===== src/rtl/lsu_rmw_pkg.sv =====
// lsu_rmw_pkg: shared types for the load/store unit.
// Holds the RISC-V funct3 width codes, the LSU state encoding and the
// decode helper that rejects misaligned or illegal accesses.
package lsu_rmw_pkg;

    typedef enum logic [2:0] {
        MW_B  = 3'b000,
        MW_H  = 3'b001,
        MW_W  = 3'b010,
        MW_BU = 3'b100,
        MW_HU = 3'b101
    } mem_width_e;

    typedef enum logic [2:0] {
        IDLE,
        RD,
        MRG,
        WR,
        ERR
    } lsu_state_e;

    // Unsigned codes exist only for loads; halves need addr[0]=0, words addr[1:0]=0.
    function automatic logic op_is_bad(input logic       is_store,
                                       input logic [2:0] funct3,
                                       input logic [1:0] byte_off);
        logic bad;
        bad = 1'b0;
        case (funct3)
            MW_B:    bad = 1'b0;
            MW_BU:   bad = is_store;
            MW_H:    bad = byte_off[0];
            MW_HU:   bad = is_store | byte_off[0];
            MW_W:    bad = (byte_off != 2'b00);
            default: bad = 1'b1;
        endcase
        return bad;
    endfunction

endpackage


===== src/rtl/lsu_rmw_if.sv =====
// lsu_rmw_if: core-side request/response bus of the load/store unit.
// The core is the master; the LSU is the slave.
interface lsu_rmw_if;

    logic        req;
    logic        we;
    logic [2:0]  funct3;
    logic [31:0] addr;
    logic [31:0] wdata;
    logic        ready;
    logic        done;
    logic        err;
    logic [31:0] rdata;

    modport master (
        output req, we, funct3, addr, wdata,
        input  ready, done, err, rdata
    );

    modport slave (
        input  req, we, funct3, addr, wdata,
        output ready, done, err, rdata
    );

endinterface


===== src/rtl/lsu_lane.sv =====
// lsu_lane: byte-lane datapath of the LSU.
// Merges store data into an old memory word and extracts/extends load
// data from a memory word, both selected by funct3 and the byte offset.
module lsu_lane
    import lsu_rmw_pkg::*;
(
    input  logic [2:0]  funct3,
    input  logic [1:0]  byte_off,
    input  logic [31:0] old_word,
    input  logic [31:0] new_data,
    output logic [31:0] merged,
    output logic [31:0] loaded
);

    logic [31:0] shifted;
    logic [7:0]  byte_v;
    logic [15:0] half_v;

    // Replace only the addressed byte or half of the old word with store data.
    always_comb begin
        merged = new_data;
        case (funct3)
            MW_B: begin
                merged = old_word;
                case (byte_off)
                    2'd0:    merged[7:0]   = new_data[7:0];
                    2'd1:    merged[15:8]  = new_data[7:0];
                    2'd2:    merged[23:16] = new_data[7:0];
                    default: merged[31:24] = new_data[7:0];
                endcase
            end
            MW_H: begin
                merged = old_word;
                if (byte_off[1]) merged[31:16] = new_data[15:0];
                else             merged[15:0]  = new_data[15:0];
            end
            default: merged = new_data;
        endcase
    end

    // Pick the addressed lane of the word and sign- or zero-extend it.
    always_comb begin
        shifted = old_word >> {byte_off, 3'b000};
        byte_v  = shifted[7:0];
        half_v  = byte_off[1] ? old_word[31:16] : old_word[15:0];
        loaded  = old_word;
        case (funct3)
            MW_B:    loaded = {{24{byte_v[7]}}, byte_v};
            MW_BU:   loaded = {24'h000000, byte_v};
            MW_H:    loaded = {{16{half_v[15]}}, half_v};
            MW_HU:   loaded = {16'h0000, half_v};
            default: loaded = old_word;
        endcase
    end

endmodule


===== src/rtl/lsu_rmw.sv =====
// lsu_rmw: load/store unit between the core and a word-only data memory.
// Sub-word stores become read-merge-write sequences, loads are lane
// extracted and extended, and bad accesses raise err without touching memory.
module lsu_rmw
    import lsu_rmw_pkg::*;
#(
    parameter int AW = 6
) (
    input  logic          clk,
    input  logic          rst_n,
    lsu_rmw_if.slave      core,
    output logic [AW-1:0] mem_addr,
    output logic          mem_re,
    input  logic [31:0]   mem_rdata,
    output logic          mem_we,
    output logic [31:0]   mem_wdata
);

    lsu_state_e    state;
    logic          we_q;
    logic [2:0]    funct3_q;
    logic [1:0]    off_q;
    logic [AW-1:0] waddr_q;
    logic [31:0]   wdata_q;
    logic [31:0]   rdata_q;
    logic          ready_q;
    logic          done_q;
    logic          err_q;
    logic          re_q;
    logic          mem_we_q;

    logic [31:0]   merged;
    logic [31:0]   loaded;
    logic          unused_addr_hi;

    // Upper address bits wrap within memory and are deliberately dropped.
    assign unused_addr_hi = ^core.addr[31:AW+2];

    lsu_lane u_lane (
        .funct3   (funct3_q),
        .byte_off (off_q),
        .old_word (mem_rdata),
        .new_data (wdata_q),
        .merged   (merged),
        .loaded   (loaded)
    );

    // Operation sequencer: latches the op on accept and drives registered strobes.
    always_ff @(posedge clk or negedge rst_n) begin
        if (!rst_n) begin
            state    <= IDLE;
            we_q     <= 1'b0;
            funct3_q <= 3'b000;
            off_q    <= 2'b00;
            waddr_q  <= '0;
            wdata_q  <= 32'h0;
            rdata_q  <= 32'h0;
            ready_q  <= 1'b1;
            done_q   <= 1'b0;
            err_q    <= 1'b0;
            re_q     <= 1'b0;
            mem_we_q <= 1'b0;
        end else begin
            done_q   <= 1'b0;
            err_q    <= 1'b0;
            re_q     <= 1'b0;
            mem_we_q <= 1'b0;
            case (state)
                IDLE: begin
                    if (core.req) begin
                        we_q     <= core.we;
                        funct3_q <= core.funct3;
                        off_q    <= core.addr[1:0];
                        waddr_q  <= core.addr[AW+1:2];
                        wdata_q  <= core.wdata;
                        ready_q  <= 1'b0;
                        if (op_is_bad(core.we, core.funct3, core.addr[1:0])) begin
                            state <= ERR;
                            err_q <= 1'b1;
                        end else if (core.we && (core.funct3 == MW_W)) begin
                            state    <= WR;
                            mem_we_q <= 1'b1;
                            done_q   <= 1'b1;
                        end else begin
                            state <= RD;
                            re_q  <= 1'b1;
                        end
                    end
                end
                RD: begin
                    state    <= MRG;
                    mem_we_q <= we_q;
                    done_q   <= 1'b1;
                end
                MRG: begin
                    if (!we_q) rdata_q <= loaded;
                    state   <= IDLE;
                    ready_q <= 1'b1;
                end
                WR, ERR: begin
                    state   <= IDLE;
                    ready_q <= 1'b1;
                end
                default: begin
                    state   <= IDLE;
                    ready_q <= 1'b1;
                end
            endcase
        end
    end

    assign core.ready = ready_q;
    assign core.done  = done_q;
    assign core.err   = err_q;
    assign core.rdata = (state == MRG && !we_q) ? loaded : rdata_q;

    assign mem_addr  = waddr_q;
    assign mem_re    = re_q;
    assign mem_we    = mem_we_q;
    assign mem_wdata = !mem_we_q      ? 32'h0  :
                       (state == MRG) ? merged : wdata_q;

endmodule


===== src/flat_wrapper.sv =====
// flat-port wrapper written by rule: the top's interface ports become plain ports
module lsu_rmw_flat import lsu_rmw_pkg::*;
#(
    parameter int AW = 6
)
  (clk, rst_n, mem_addr, mem_re, mem_rdata, mem_we, mem_wdata, core_req, core_we, core_funct3, core_addr, core_wdata, core_ready, core_done, core_err, core_rdata);
  lsu_rmw_if core_i ();
  input  logic clk;
  input  logic rst_n;
  output logic [AW-1:0] mem_addr;
  output logic mem_re;
  input  logic [31:0] mem_rdata;
  output logic mem_we;
  output logic [31:0] mem_wdata;
  input wire logic [$bits(core_i.req)-1:0] core_req;
  input wire logic [$bits(core_i.we)-1:0] core_we;
  input wire logic [$bits(core_i.funct3)-1:0] core_funct3;
  input wire logic [$bits(core_i.addr)-1:0] core_addr;
  input wire logic [$bits(core_i.wdata)-1:0] core_wdata;
  output wire logic [$bits(core_i.ready)-1:0] core_ready;
  output wire logic [$bits(core_i.done)-1:0] core_done;
  output wire logic [$bits(core_i.err)-1:0] core_err;
  output wire logic [$bits(core_i.rdata)-1:0] core_rdata;
  assign core_i.req = core_req;
  assign core_i.we = core_we;
  assign core_i.funct3 = core_funct3;
  assign core_i.addr = core_addr;
  assign core_i.wdata = core_wdata;
  assign core_ready = core_i.ready;
  assign core_done = core_i.done;
  assign core_err = core_i.err;
  assign core_rdata = core_i.rdata;
  lsu_rmw #(.AW(AW)) u_core (.clk(clk), .rst_n(rst_n), .core(core_i), .mem_addr(mem_addr), .mem_re(mem_re), .mem_rdata(mem_rdata), .mem_we(mem_we), .mem_wdata(mem_wdata));
endmodule

===== config.mk =====
export PLATFORM = sky130hd
export DESIGN_NAME = lsu_rmw_flat
export DESIGN_NICKNAME = d
export VERILOG_FILES = /design/src/rtl/lsu_rmw_pkg.sv /design/src/rtl/lsu_rmw_if.sv /design/src/rtl/lsu_lane.sv /design/src/rtl/lsu_rmw.sv /design/src/flat_wrapper.sv
export SDC_FILE = /design/constraint.sdc
export NUM_CORES = 1
export LEC_CHECK = 0
export ABC_AREA = 1
export CORE_ASPECT_RATIO = 0.5
export CORE_MARGIN = 2
export CORE_UTILIZATION = 43
export CTS_BUF_LIST = sky130_fd_sc_hd__clkbuf_8
export DETAILED_ROUTE_END_ITERATION = 10
export PLACE_DENSITY = 0.79
export SYNTH_ARGS = -nofsm -noshare
export SYNTH_HDL_FRONTEND = slang
export SYNTH_SLANG_ARGS = --single-unit

===== constraint.sdc =====
create_clock -name clk -period 1.5 [get_ports clk]
set_clock_uncertainty 0.15 [all_clocks]
set_input_delay 0.15 -clock clk [delete_from_list [all_inputs] [get_ports clk]]
set_output_delay 0.15 -clock clk [all_outputs]
set_load 0.01 [all_outputs]

==> impl_metrics.py <==
metrics = {
    "logic_synthesis": {
        "synth.yosys.warnings": 0,
        "ys_seq_area_frac": 0.404,
        "dominantRegCellSynth": "sky130_fd_sc_hd__dfrtp_1",
        "synth_async_sr_flop_share": 1.00,
        "synth.most_common_cell": "sky130_fd_sc_hd__nand2_1",
        "yosys-top-cells-area": "sky130_fd_sc_hd__dfrtp_1 (40%), sky130_fd_sc_hd__nand2_1 (25%), sky130_fd_sc_hd__nand3_1 (5.8%), sky130_fd_sc_hd__inv_1 (5.1%), sky130_fd_sc_hd__a21oi_1 (4.1%)",
        "synth_area_um2": 5200,
        "synth_area_per_cell_um2": 6.55,
        "synth_common_cells": "sky130_fd_sc_hd__nand2_1 (343), sky130_fd_sc_hd__dfrtp_1 (83), sky130_fd_sc_hd__inv_1 (71)",
        "postSynthNetCount": 897,
        "synth-edff-count": 0,
        "yosysUniqueCellTypes": 30,
        "syn-instance-count": 794,
        "ys_ff_latch": 84,
        "netlist.top_cell.by_area": "sky130_fd_sc_hd__dfrtp_1",
        "synth.top_cell.area_share": 0.399,
    },
    "setup_path": {
        "critical_path_peak_fanout": 24,
        "worstSetupStartpointType": "flop",
        "timing.critical_path.required_ns": 1.20,
        "worstPathArrival_ns": 1.98,
        "endpoint_kind": "output port",
        "class_of_the_most_critical_setup_path": "reg2out",
    },
    "timing": {
        "layout_worst_path_cycle_share": 1.52,
        "setup_tns_ns": -53.08,
        "grt_setup_unrepaired": "yes",
        "fin_hold_ws_ns": 0.123,
        "finalCriticalPeriod_ns": 2.28,
        "max_clock_freq_mhz": 439,
        "max_slew.worst_pin.slew_ns": 0.471,
        "report.final.hold_viol_count": 0,
        "maxSlewHeadroom": 0.686,
        "report.final.setup_viol": 147,
        "final_max_slew_viol_count": 0,
        "fin_ws_ns": -0.779,
    },
    "routing": {
        "ant_nets": 0,
        "route.detailed.drc": 0,
        "num_vias": 6661,
        "route.detailed.wl_per_inst_um": 18.7,
        "drt_pass1_iterations": 6,
        "totalWireLength_um": 23200,
        "dr.first_iter.drc_count": 906,
        "via_per_inst": 5.38,
    },
    "floorplan": {
        "initial_utilization": 0.441,
        "core_region_area_um2": 11800,
        "dieArea_um2": 13000,
        "placement_rows": 28,
        "die-height_um": 81.8,
        "num_io_pins": 178,
        "die_width_um": 160,
    },
    "cts": {
        "ctsRootBufferMaster": "sky130_fd_sc_hd__clkbuf_8",
        "numCtsBuffers": 9,
        "max-clock-path-buffers": 2,
        "clkSlewWorstSetupHoldPaths_ns": 0.11,
        "tritoncts_clock_tree": "yes",
        "insertion_delay_ns": 0.37,
        "cts_max_level": 3,
        "clock_sinks": 84,
    },
    "placed_design": {
        "dp_slack_ns": -0.806,
        "port_buffers": 153,
        "placed_area_um2": 7780,
        "globalplace.congestion": 0.984,
        "place.detailed.instances": 1172,
        "detailed_place_hpwl_um": 14800,
    },
    "global_routing": {
        "pin_count_of_the_biggest_net_entering_global_routing": 34,
        "antenna_found_initial": 0,
        "global_route_total_overflow": 0,
        "grt_pass1_wl_um": 32000,
        "first_global_vias": 6176,
        "grt.total_usage": 0.318,
    },
    "power": {
        "peakVddDrop_mv": 0.729,
        "pwr_density_cell_nw_per_um2": 1270,
        "power_report.internal_total_mw": 6.84,
        "switchingPower_mw": 5.01,
        "part_of_the_total_power_dissipated_in_the_clock_network": 0.142,
        "share_seq_of_total_power": 0.288,
        "power.share.combinational": 0.570,
        "fin_total_pwr_mw": 11.9,
        "power_switching_share": 0.422,
        "leakage_nw": 4.67,
    },
    "min_path": {
        "worst_hold_path_type": "in2async",
    },
    "status": {
        "violations": "negative setup slack",
        "outcome": "complete, but fails checks",
    },
    "cells_and_area": {
        "fin_area_um2": 9350,
        "finalNetCount": 1172,
        "instances_no_fill": 1239,
        "antennaDiodeCount": 0,
        "layout-drive-gt1-share": 0.453,
        "areaGrowthSynthToFinish_pct": 79.8,
        "final_core_util": 0.792,
    },
    "run": {
        "maxCapViolCount": 0,
    },
}
sequential cells by signal, summed over array words and instances (netlist names), 2 cells and up:
name,cells
u_core.mem_addr,6
u_core.wdata_q,32
u_core.rdata_q,32
u_core.state,3
u_core.off_q,2
u_core.funct3_q,3
worst paths after layout:
kind | startpoint | endpoint | slack [ns] | cells after the start
setup / recovery | u_core.funct3_q[1]$_DFFE_PN0P_ | core_rdata[12] | -0.78 | 10
hold / removal | rst_n | u_core.mem_addr[5]$_DFFE_PN0P_ | 0.12 | 2
setup reg to reg | u_core.funct3_q[1]$_DFFE_PN0P_ | u_core.rdata_q[4]$_DFFE_PN0P_ | -0.31 | 11
hold reg to reg | u_core.mem_addr[5]$_DFFE_PN0P_ | u_core.mem_addr[5]$_DFFE_PN0P_ | 0.33 | 2
max in group asynchronous | rst_n | u_core.rdata_q[14]$_DFFE_PN0P_ | 0.46 | 3
min in group clk | core_addr[2] | u_core.mem_addr[0]$_DFFE_PN0P_ | 0.15 | 3
cells by family (layout without fill, tap and decap cells):
group,Yosys count,after routing,share of synthesized area
simple gates,490,491,0.396
flops,84,84,0.404
compound gates,98,98,0.0986
buf+inv,122,401,0.101
what timing repair did:
action                     CTS  global route
resized for setup          417           175
pin swaps                   29            51
hold buffers                 1             0
setup endpoints to repair  156           150
hold endpoints to repair    84             0
cloned                       6             8
setup buffers               27            22
layout make-up:
type	count	area, um^2
fillers	772	2450
repair buffers	305	3000
inverters	78	338
flip-flops and latches	84	2110
well taps	165	206
clock buffers	9	124
multi-input cells	589	3490
repair inverters	2	20.0
clock inverters	7	67.6
worst max-delay path, stage by stage, from the launching register on:
cell and delay, ns:
sky130_fd_sc_hd__dfrtp_2 0.45, sky130_fd_sc_hd__buf_6 0.13, sky130_fd_sc_hd__inv_6 0.05, sky130_fd_sc_hd__nand2_4 0.05, sky130_fd_sc_hd__nor2_4 0.23, sky130_fd_sc_hd__nand2_2 0.10
sky130_fd_sc_hd__buf_12 0.18, sky130_fd_sc_hd__nand2_2 0.07, sky130_fd_sc_hd__nand2_1 0.06, sky130_fd_sc_hd__nand2_1 0.12, sky130_fd_sc_hd__buf_2 0.14
placed cells by master (no fill, tap or decap), drive strengths merged, types with 13 or more instances in the layout:
cell type      count
nand2            350
buf              208
dfrtp             83
inv               83
clkdlybuf4s50     77
nand3             61
o21ai             44
nor2              44
a21oi             43
or2               20
clkbuf            17
nand4             13
power by group through the flow:
| stage | combinational, mW | sequential [mW] | clock, mW |
|---|---|---|---|
| 6_report | 6.76 | 3.41 | 1.69 |
| 5_1_grt | 7.21 | 3.46 | 1.80 |
| 4_1_cts | 5.67 | 3.31 | 1.66 |
| 3_5_place_dp | 5.12 | 3.34 | 0 |
| 3_3_place_gp | 5.04 | 3.32 | 0 |
| 2_1_floorplan | 2.60 | 3.27 | 0 |
layer usage:
layer  vias up  routed length [um]  global-route usage
met4         0                 671              0.0864
met1      3169                9530               0.432
met5         -                   0                   0
li1       3053                   -                   -
met3        76                2280              0.0758
met2       363               10700               0.515
Note: power is estimated with default switching activity, not from simulation.
